$ cat src/rtl/uart_bus_bridge_pkg.sv
// Shared types and byte constants for the UART-to-bus debug/loader bridge.
package uart_bridge_pkg;

    // Frame-decoder states
    typedef enum logic [2:0] {
        IDLE,
        ADDR,
        DATA,
        BUS,
        RESP
    } state_e;

    // Host command bytes
    localparam logic [7:0] CMD_WR     = 8'h57;
    localparam logic [7:0] CMD_RD     = 8'h52;

    // Response bytes
    localparam logic [7:0] RSP_OK     = 8'h4B;
    localparam logic [7:0] RSP_BAD    = 8'h3F;
    localparam logic [7:0] RSP_BUSERR = 8'h45;

    // Bus accesses are always word aligned
    function automatic logic [31:0] word_align(input logic [31:0] a);
        return {a[31:2], 2'b00};
    endfunction

endpackage

$ cat src/rtl/uart_bus_bridge_if.sv
// UART byte stream and data-bus signals of the bridge, plus status outputs.
// master: the bridge itself; slave: the UART PHY / bus arbiter side.
interface uart_bus_bridge_if;
    logic [7:0]  rx_data;
    logic        rx_valid;
    logic [7:0]  tx_data;
    logic        tx_valid;
    logic        tx_ready;
    logic        bus_req;
    logic        bus_we;
    logic [31:0] bus_addr;
    logic [31:0] bus_wdata;
    logic [31:0] bus_rdata;
    logic        bus_ack;
    logic        busy;
    logic        overrun;

    modport master (
        input  rx_data, rx_valid, tx_ready, bus_rdata, bus_ack,
        output tx_data, tx_valid, bus_req, bus_we, bus_addr, bus_wdata, busy, overrun
    );

    modport slave (
        output rx_data, rx_valid, tx_ready, bus_rdata, bus_ack,
        input  tx_data, tx_valid, bus_req, bus_we, bus_addr, bus_wdata, busy, overrun
    );
endinterface

$ cat src/rtl/uart_bridge_timer.sv
// Loadable down-counter. Counts down while enabled, saturates at zero;
// expired_o flags an enabled cycle in which the count has reached zero.
module uart_bridge_timer #(
    parameter int unsigned WIDTH    = 8,
    parameter int unsigned LOAD_VAL = 0
) (
    input  logic clk,
    input  logic reset,
    input  logic load_i,
    input  logic en_i,
    output logic expired_o
);

    localparam logic [WIDTH-1:0] LOAD = WIDTH'(LOAD_VAL);

    logic [WIDTH-1:0] cnt_q;
    logic [WIDTH-1:0] cnt_d;

    // Reload has priority over counting
    always_comb begin
        cnt_d = cnt_q;
        if (load_i) begin
            cnt_d = LOAD;
        end else if (en_i && (cnt_q != '0)) begin
            cnt_d = cnt_q - WIDTH'(1);
        end
    end

    // Counter register
    always_ff @(posedge clk or negedge reset) begin
        if (!reset) begin
            cnt_q <= '0;
        end else begin
            cnt_q <= cnt_d;
        end
    end

    assign expired_o = en_i && (cnt_q == '0);

endmodule

$ cat src/rtl/uart_bus_bridge.sv
// Host debug/loader bridge: decodes UART command frames into 32-bit bus
// reads/writes and returns acknowledge or read-data bytes to the host.
module uart_bus_bridge
    import uart_bridge_pkg::*;
#(
    parameter int unsigned TIMEOUT_CYCLES = 1_000_000,
    parameter int unsigned ACK_WAIT       = 16
) (
    input  logic              clk,
    input  logic              reset,
    uart_bus_bridge_if.master bif
);

    localparam int unsigned IB_W  = $clog2(TIMEOUT_CYCLES + 1);
    localparam int unsigned ACK_W = $clog2(ACK_WAIT + 1);

    state_e      state_q,   state_d;
    logic [1:0]  idx_q,     idx_d;
    logic        we_q,      we_d;
    logic [31:0] addr_q,    addr_d;
    logic [31:0] wdata_q,   wdata_d;
    logic [31:0] resp_q,    resp_d;
    logic [1:0]  left_q,    left_d;
    logic        overrun_q, overrun_d;

    logic ib_load;
    logic ib_en;
    logic ib_expired;
    logic ack_load;
    logic ack_en;
    logic ack_expired;

    // Inter-byte timer: runs only while a frame is being collected
    assign ib_load = bif.rx_valid && ((state_q == IDLE) || (state_q == ADDR) || (state_q == DATA));
    assign ib_en   = (state_q == ADDR) || (state_q == DATA);

    // Ack timer: held at reload outside BUS so it starts full on BUS entry
    assign ack_load = (state_q != BUS);
    assign ack_en   = (state_q == BUS);

    uart_bridge_timer #(
        .WIDTH   (IB_W),
        .LOAD_VAL(TIMEOUT_CYCLES - 1)
    ) u_ib_timer (
        .clk      (clk),
        .reset    (reset),
        .load_i   (ib_load),
        .en_i     (ib_en),
        .expired_o(ib_expired)
    );

    uart_bridge_timer #(
        .WIDTH   (ACK_W),
        .LOAD_VAL(ACK_WAIT - 1)
    ) u_ack_timer (
        .clk      (clk),
        .reset    (reset),
        .load_i   (ack_load),
        .en_i     (ack_en),
        .expired_o(ack_expired)
    );

    // Next-state, shift registers and response selection
    always_comb begin
        state_d   = state_q;
        idx_d     = idx_q;
        we_d      = we_q;
        addr_d    = addr_q;
        wdata_d   = wdata_q;
        resp_d    = resp_q;
        left_d    = left_q;
        overrun_d = overrun_q;

        case (state_q)
            IDLE: begin
                if (bif.rx_valid) begin
                    if ((bif.rx_data == CMD_WR) || (bif.rx_data == CMD_RD)) begin
                        state_d = ADDR;
                        we_d    = (bif.rx_data == CMD_WR);
                        idx_d   = '0;
                    end else begin
                        state_d = RESP;
                        resp_d  = {24'h0, RSP_BAD};
                        left_d  = '0;
                    end
                end
            end
            ADDR: begin
                // A byte arriving in the expiry cycle still counts
                if (bif.rx_valid) begin
                    addr_d = {bif.rx_data, addr_q[31:8]};
                    idx_d  = idx_q + 2'd1;
                    if (idx_q == 2'd3) begin
                        state_d = we_q ? DATA : BUS;
                    end
                end else if (ib_expired) begin
                    state_d = IDLE;
                end
            end
            DATA: begin
                if (bif.rx_valid) begin
                    wdata_d = {bif.rx_data, wdata_q[31:8]};
                    idx_d   = idx_q + 2'd1;
                    if (idx_q == 2'd3) begin
                        state_d = BUS;
                    end
                end else if (ib_expired) begin
                    state_d = IDLE;
                end
            end
            BUS: begin
                if (bif.rx_valid) begin
                    overrun_d = 1'b1;
                end
                // An ack in the last allowed cycle beats the timeout
                if (bif.bus_ack) begin
                    state_d = RESP;
                    if (we_q) begin
                        resp_d = {24'h0, RSP_OK};
                        left_d = '0;
                    end else begin
                        resp_d = bif.bus_rdata;
                        left_d = 2'd3;
                    end
                end else if (ack_expired) begin
                    state_d = RESP;
                    resp_d  = {24'h0, RSP_BUSERR};
                    left_d  = '0;
                end
            end
            RESP: begin
                if (bif.rx_valid) begin
                    overrun_d = 1'b1;
                end
                if (bif.tx_ready) begin
                    resp_d = {8'h00, resp_q[31:8]};
                    if (left_q == '0) begin
                        state_d = IDLE;
                    end else begin
                        left_d = left_q - 2'd1;
                    end
                end
            end
            default: begin
                state_d = IDLE;
            end
        endcase
    end

    // State and datapath registers
    always_ff @(posedge clk or negedge reset) begin
        if (!reset) begin
            state_q   <= IDLE;
            idx_q     <= '0;
            we_q      <= 1'b0;
            addr_q    <= '0;
            wdata_q   <= '0;
            resp_q    <= '0;
            left_q    <= '0;
            overrun_q <= 1'b0;
        end else begin
            state_q   <= state_d;
            idx_q     <= idx_d;
            we_q      <= we_d;
            addr_q    <= addr_d;
            wdata_q   <= wdata_d;
            resp_q    <= resp_d;
            left_q    <= left_d;
            overrun_q <= overrun_d;
        end
    end

    assign bif.bus_req   = (state_q == BUS);
    assign bif.bus_we    = we_q;
    assign bif.bus_addr  = word_align(addr_q);
    assign bif.bus_wdata = wdata_q;
    assign bif.tx_valid  = (state_q == RESP);
    assign bif.tx_data   = resp_q[7:0];
    assign bif.busy      = (state_q != IDLE);
    assign bif.overrun   = overrun_q;

endmodule
$ cat src/flat_wrapper.sv
// flat-port wrapper written by rule: the top's interface ports become plain ports
module uart_bus_bridge_flat import uart_bridge_pkg::*;
#(
    parameter int unsigned TIMEOUT_CYCLES = 1_000_000,
    parameter int unsigned ACK_WAIT       = 16
)
  (clk, reset, bif_rx_data, bif_rx_valid, bif_tx_ready, bif_bus_rdata, bif_bus_ack, bif_tx_data, bif_tx_valid, bif_bus_req, bif_bus_we, bif_bus_addr, bif_bus_wdata, bif_busy, bif_overrun);
  uart_bus_bridge_if bif_i ();
  input  logic clk;
  input  logic reset;
  input wire logic [$bits(bif_i.rx_data)-1:0] bif_rx_data;
  input wire logic [$bits(bif_i.rx_valid)-1:0] bif_rx_valid;
  input wire logic [$bits(bif_i.tx_ready)-1:0] bif_tx_ready;
  input wire logic [$bits(bif_i.bus_rdata)-1:0] bif_bus_rdata;
  input wire logic [$bits(bif_i.bus_ack)-1:0] bif_bus_ack;
  output wire logic [$bits(bif_i.tx_data)-1:0] bif_tx_data;
  output wire logic [$bits(bif_i.tx_valid)-1:0] bif_tx_valid;
  output wire logic [$bits(bif_i.bus_req)-1:0] bif_bus_req;
  output wire logic [$bits(bif_i.bus_we)-1:0] bif_bus_we;
  output wire logic [$bits(bif_i.bus_addr)-1:0] bif_bus_addr;
  output wire logic [$bits(bif_i.bus_wdata)-1:0] bif_bus_wdata;
  output wire logic [$bits(bif_i.busy)-1:0] bif_busy;
  output wire logic [$bits(bif_i.overrun)-1:0] bif_overrun;
  assign bif_i.rx_data = bif_rx_data;
  assign bif_i.rx_valid = bif_rx_valid;
  assign bif_i.tx_ready = bif_tx_ready;
  assign bif_i.bus_rdata = bif_bus_rdata;
  assign bif_i.bus_ack = bif_bus_ack;
  assign bif_tx_data = bif_i.tx_data;
  assign bif_tx_valid = bif_i.tx_valid;
  assign bif_bus_req = bif_i.bus_req;
  assign bif_bus_we = bif_i.bus_we;
  assign bif_bus_addr = bif_i.bus_addr;
  assign bif_bus_wdata = bif_i.bus_wdata;
  assign bif_busy = bif_i.busy;
  assign bif_overrun = bif_i.overrun;
  uart_bus_bridge #(.TIMEOUT_CYCLES(TIMEOUT_CYCLES), .ACK_WAIT(ACK_WAIT)) u_core (.clk(clk), .reset(reset), .bif(bif_i));
endmodule
$ cat config.mk
export PLATFORM = sky130hd
export DESIGN_NAME = uart_bus_bridge_flat
export DESIGN_NICKNAME = d
export VERILOG_FILES = /design/src/rtl/uart_bus_bridge_pkg.sv /design/src/rtl/uart_bus_bridge_if.sv /design/src/rtl/uart_bridge_timer.sv /design/src/rtl/uart_bus_bridge.sv /design/src/flat_wrapper.sv
export SDC_FILE = /design/constraint.sdc
export NUM_CORES = 1
export LEC_CHECK = 0
export ABC_AREA = 1
export BUFFER_PORTS_ARGS = -buffer_cell sky130_fd_sc_hd__buf_2
export CORE_ASPECT_RATIO = 1.2
export CORE_UTILIZATION = 50
export DETAILED_ROUTE_END_ITERATION = 8
export GPL_TIMING_DRIVEN = 0
export MAX_ROUTING_LAYER = met4
export PLACE_DENSITY = 0.76
export SLEW_MARGIN = 5
export SYNTH_ARGS = -nofsm -noshare
export SYNTH_HDL_FRONTEND = slang
export SYNTH_SLANG_ARGS = --single-unit
$ cat constraint.sdc
create_clock -name clk -period 1.9 [get_ports clk]
set_clock_uncertainty 0.05 [all_clocks]
set_input_delay 0.285 -clock clk [delete_from_list [all_inputs] [get_ports clk]]
set_output_delay 0.285 -clock clk [all_outputs]
set_load 0.1 [all_outputs]
==> flow_summary.toml <==
[floorplanning]
die-area_um2 = 12980
start_util = 0.5146
fp.dieW_um = 104.2
die_h_um = 124.6
core.rowCount = 44
num_io_pins = 122
core_um2 = 12170

[clocking]
clk_pin_slew_ns = 0.06
cts-buffers-inserted = 17
cts_sinks = 128
htreeDepth = 4
clock_path_buffers = 2
cts_tree = "yes"
clock_latency_ns = 0.42
root_buffer = "clkbuf_16"

[worst_setup_path]
start_kind = "register"
worstSetupPathType = "register to output pin"
crit_buf_inv = 1
path_cells = "nand2_2 > nor2_4 > buf_6"
critPathCaptureType = "output pin"
critical-path-top-delay-family = "flip-flops"
crit_slowest_cell = "dfrtp_2"
critPathArrivalTime_ns = 1.51
crit_path_max_incr_delay_ns = 0.44
path_max_fanout = 9
worstPathRequired_ns = 1.56

[final_layout]
final_common_cell = "nand2_1"
fillers = 1046
num_antenna_cells = 0
syn_to_final_growth_pct = 25.64
fin_util = 0.6465
drive_gt1_frac = 0.3054
nNetsFinal = 931
final_cell_mix = "nand2_1, dfrtp_1, buf_2, inv_1, nor2_1"
postLayoutCellArea_um2 = 7866

[run]
cap_violations = 0

[outcome]
status = "completed"

[global_route]
gr-total-overflow = 0
grt_max_degree = 80
antenna_found_initial = 0
grt_usage = 0.2409
grt_pass1_wl_mm = 23.84
first_global_vias = 5084

[yosys]
yosysWarnings = 0
synthTopCellsByArea = "dfrtp_1, nand2_1, mux2_2, inv_1, nor2_1"
yosys.area.top_type_share = 0.5116
synth_top_area_cell = "dfrtp_1"
yosysSeqAreaShare = 0.5116
yosysUniqueCellTypes = 36
ys_ff_latch = 128
avgSynthCellArea_um2 = 8.530
netlist_instances = 734
synth_area_um2 = 6261

[detailed_routing]
wl_per_cell_um = 13.36
drt_wl_total_mm = 14.10
vias = 5223
ant_nets = 0
firstDrtPassIters = 5
detail_route.vias_per_cell = 4.951
drc = 0
drt_iter0_drc = 217

[sta]
worst_hold_slack_ns = 0.04678
post-route-period-util = 0.9708
tns_ns = 0
clock.fmax_mhz = 542.1
final-setup-viol-count = 0
drv_slew = 0
relSlewSlack = 0.6589
rsz0062_at_grt = "no"
hold_viol_final = 0
finalCriticalPeriod_ns = 1.845
tightest_slew_ns = 0.5153

[placement]
portBuffers = 119
gp_congestion = 0.9001
placedInstanceArea_um2 = 7132
hpwl_mm = 9.882

[min_path]
min_path_type = "input port to register"
-- cells in the mapped netlist --
cell	count
a21oi_1	24
a21oi_2	1
and2_1	1
buf_2	7
buf_4	15
buf_6	7
clkbuf_1	3
clkinv_1	1
conb_1	1
dfrtp_1	128
ha_1	5
inv_1	75
inv_2	5
mux2_2	26
nand2_1	218
nand2_2	6
nand2_4	1
nand3_1	34
nand3_2	2
nand4_1	9
nor2_1	68
nor2_2	2
nor2_4	3
nor3_1	3
o211ai_1	2
o21a_1	5
o21ai_0	36
o21ai_1	9
o21ai_2	24
o21bai_1	1
o22ai_1	1
o2bb2ai_1	1
o31ai_1	1
or2_2	2
xnor2_1	3
xor2_1	4
-- what timing repair did --
action	4_1_cts	5_1_grt
buffers inserted	3	4
hold endpoints to repair	49	0
resized for setup	18	5
hold buffers	1	0
pin swaps	2	1
setup endpoints to repair	44	42
-- layout make-up --
| cell class | instances | area [µm²] | area share |
|---|---|---|---|
| clock inverter | 9 | 130.1 | 0.01654 |
| timing repair buffer | 128 | 713.2 | 0.09066 |
| clock buffer | 23 | 478.0 | 0.06076 |
| sequential | 128 | 3207 | 0.4077 |
| buffer | 31 | 245.2 | 0.03118 |
| multi-input combinational | 494 | 2585 | 0.3286 |
| inverter | 81 | 306.5 | 0.03897 |
| tap | 161 | 201.4 | 0.02561 |
-- flip-flops by register name, indices dropped and copies added, names as in the netlist --
signal                    cells
u_core.bif.bus_wdata         32
u_core.resp_q                32
u_core.addr_q                30
u_core.u_ib_timer.cnt_q      20
u_core.u_ack_timer.cnt_q      5
u_core.state_q                3
u_core.idx_q                  2
u_core.left_q                 2
u_core.bif.bus_we             1
u_core.bif.overrun            1
-- final timing paths --
path                                    startpoint                 endpoint  slack [ns]  cells past startpoint
min                              bif_bus_rdata[31]        u_core.resp_q[31]        0.05                      3
min in group asynchronous                    reset  u_core.bif.bus_wdata[6]        0.33                      2
max                              u_core.state_q[1]              bif_bus_req        0.06                      3
max reg2reg                      u_core.state_q[1]        u_core.addr_q[30]        0.13                      5
min reg2reg                u_core.bif.bus_wdata[0]  u_core.bif.bus_wdata[0]        0.42                      2
max in group asynchronous                    reset        u_core.state_q[0]        0.72                      3
-- worst register-to-register path: stages, from the launching register on --
cell     delay (ns)
dfrtp_2        0.46
nor2_4         0.18
nand2_1        0.14
nor2_4         0.21
buf_4          0.25
mux2_2         0.36
-- cells by family after synthesis --
group,share of synthesized area
adder cells (fa/ha/maj),0.009992
AO/OA/AOI/OAI,0.1033
buffers and inverters,0.08653
other,0.0005989
flip-flops,0.5116
AND/OR/NAND/NOR,0.2314
multiplexers,0.04676
XOR/XNOR,0.009792
-- per-layer routing --
layer / global-route usage / share of wire
met5: - / 0
met3: 0.05495 / 0.035
met4: 0.1143 / 0.018
met2: 0.4031 / 0.52
met1: 0.2731 / 0.43
-- metrics by stage --
stage | worst slack [ns] | std cells
after floorplan | -0.06517 | 735
after global placement | -1.450 | 1015
after detailed placement | -0.2669 | 1016
after CTS | 0.01773 | 1052
after global routing | 0.003407 | 1055
final | 0.05544 | 1055
Power is not shown: default switching activity piles up to over one toggle a cycle in this logic, so the estimate is an artifact.
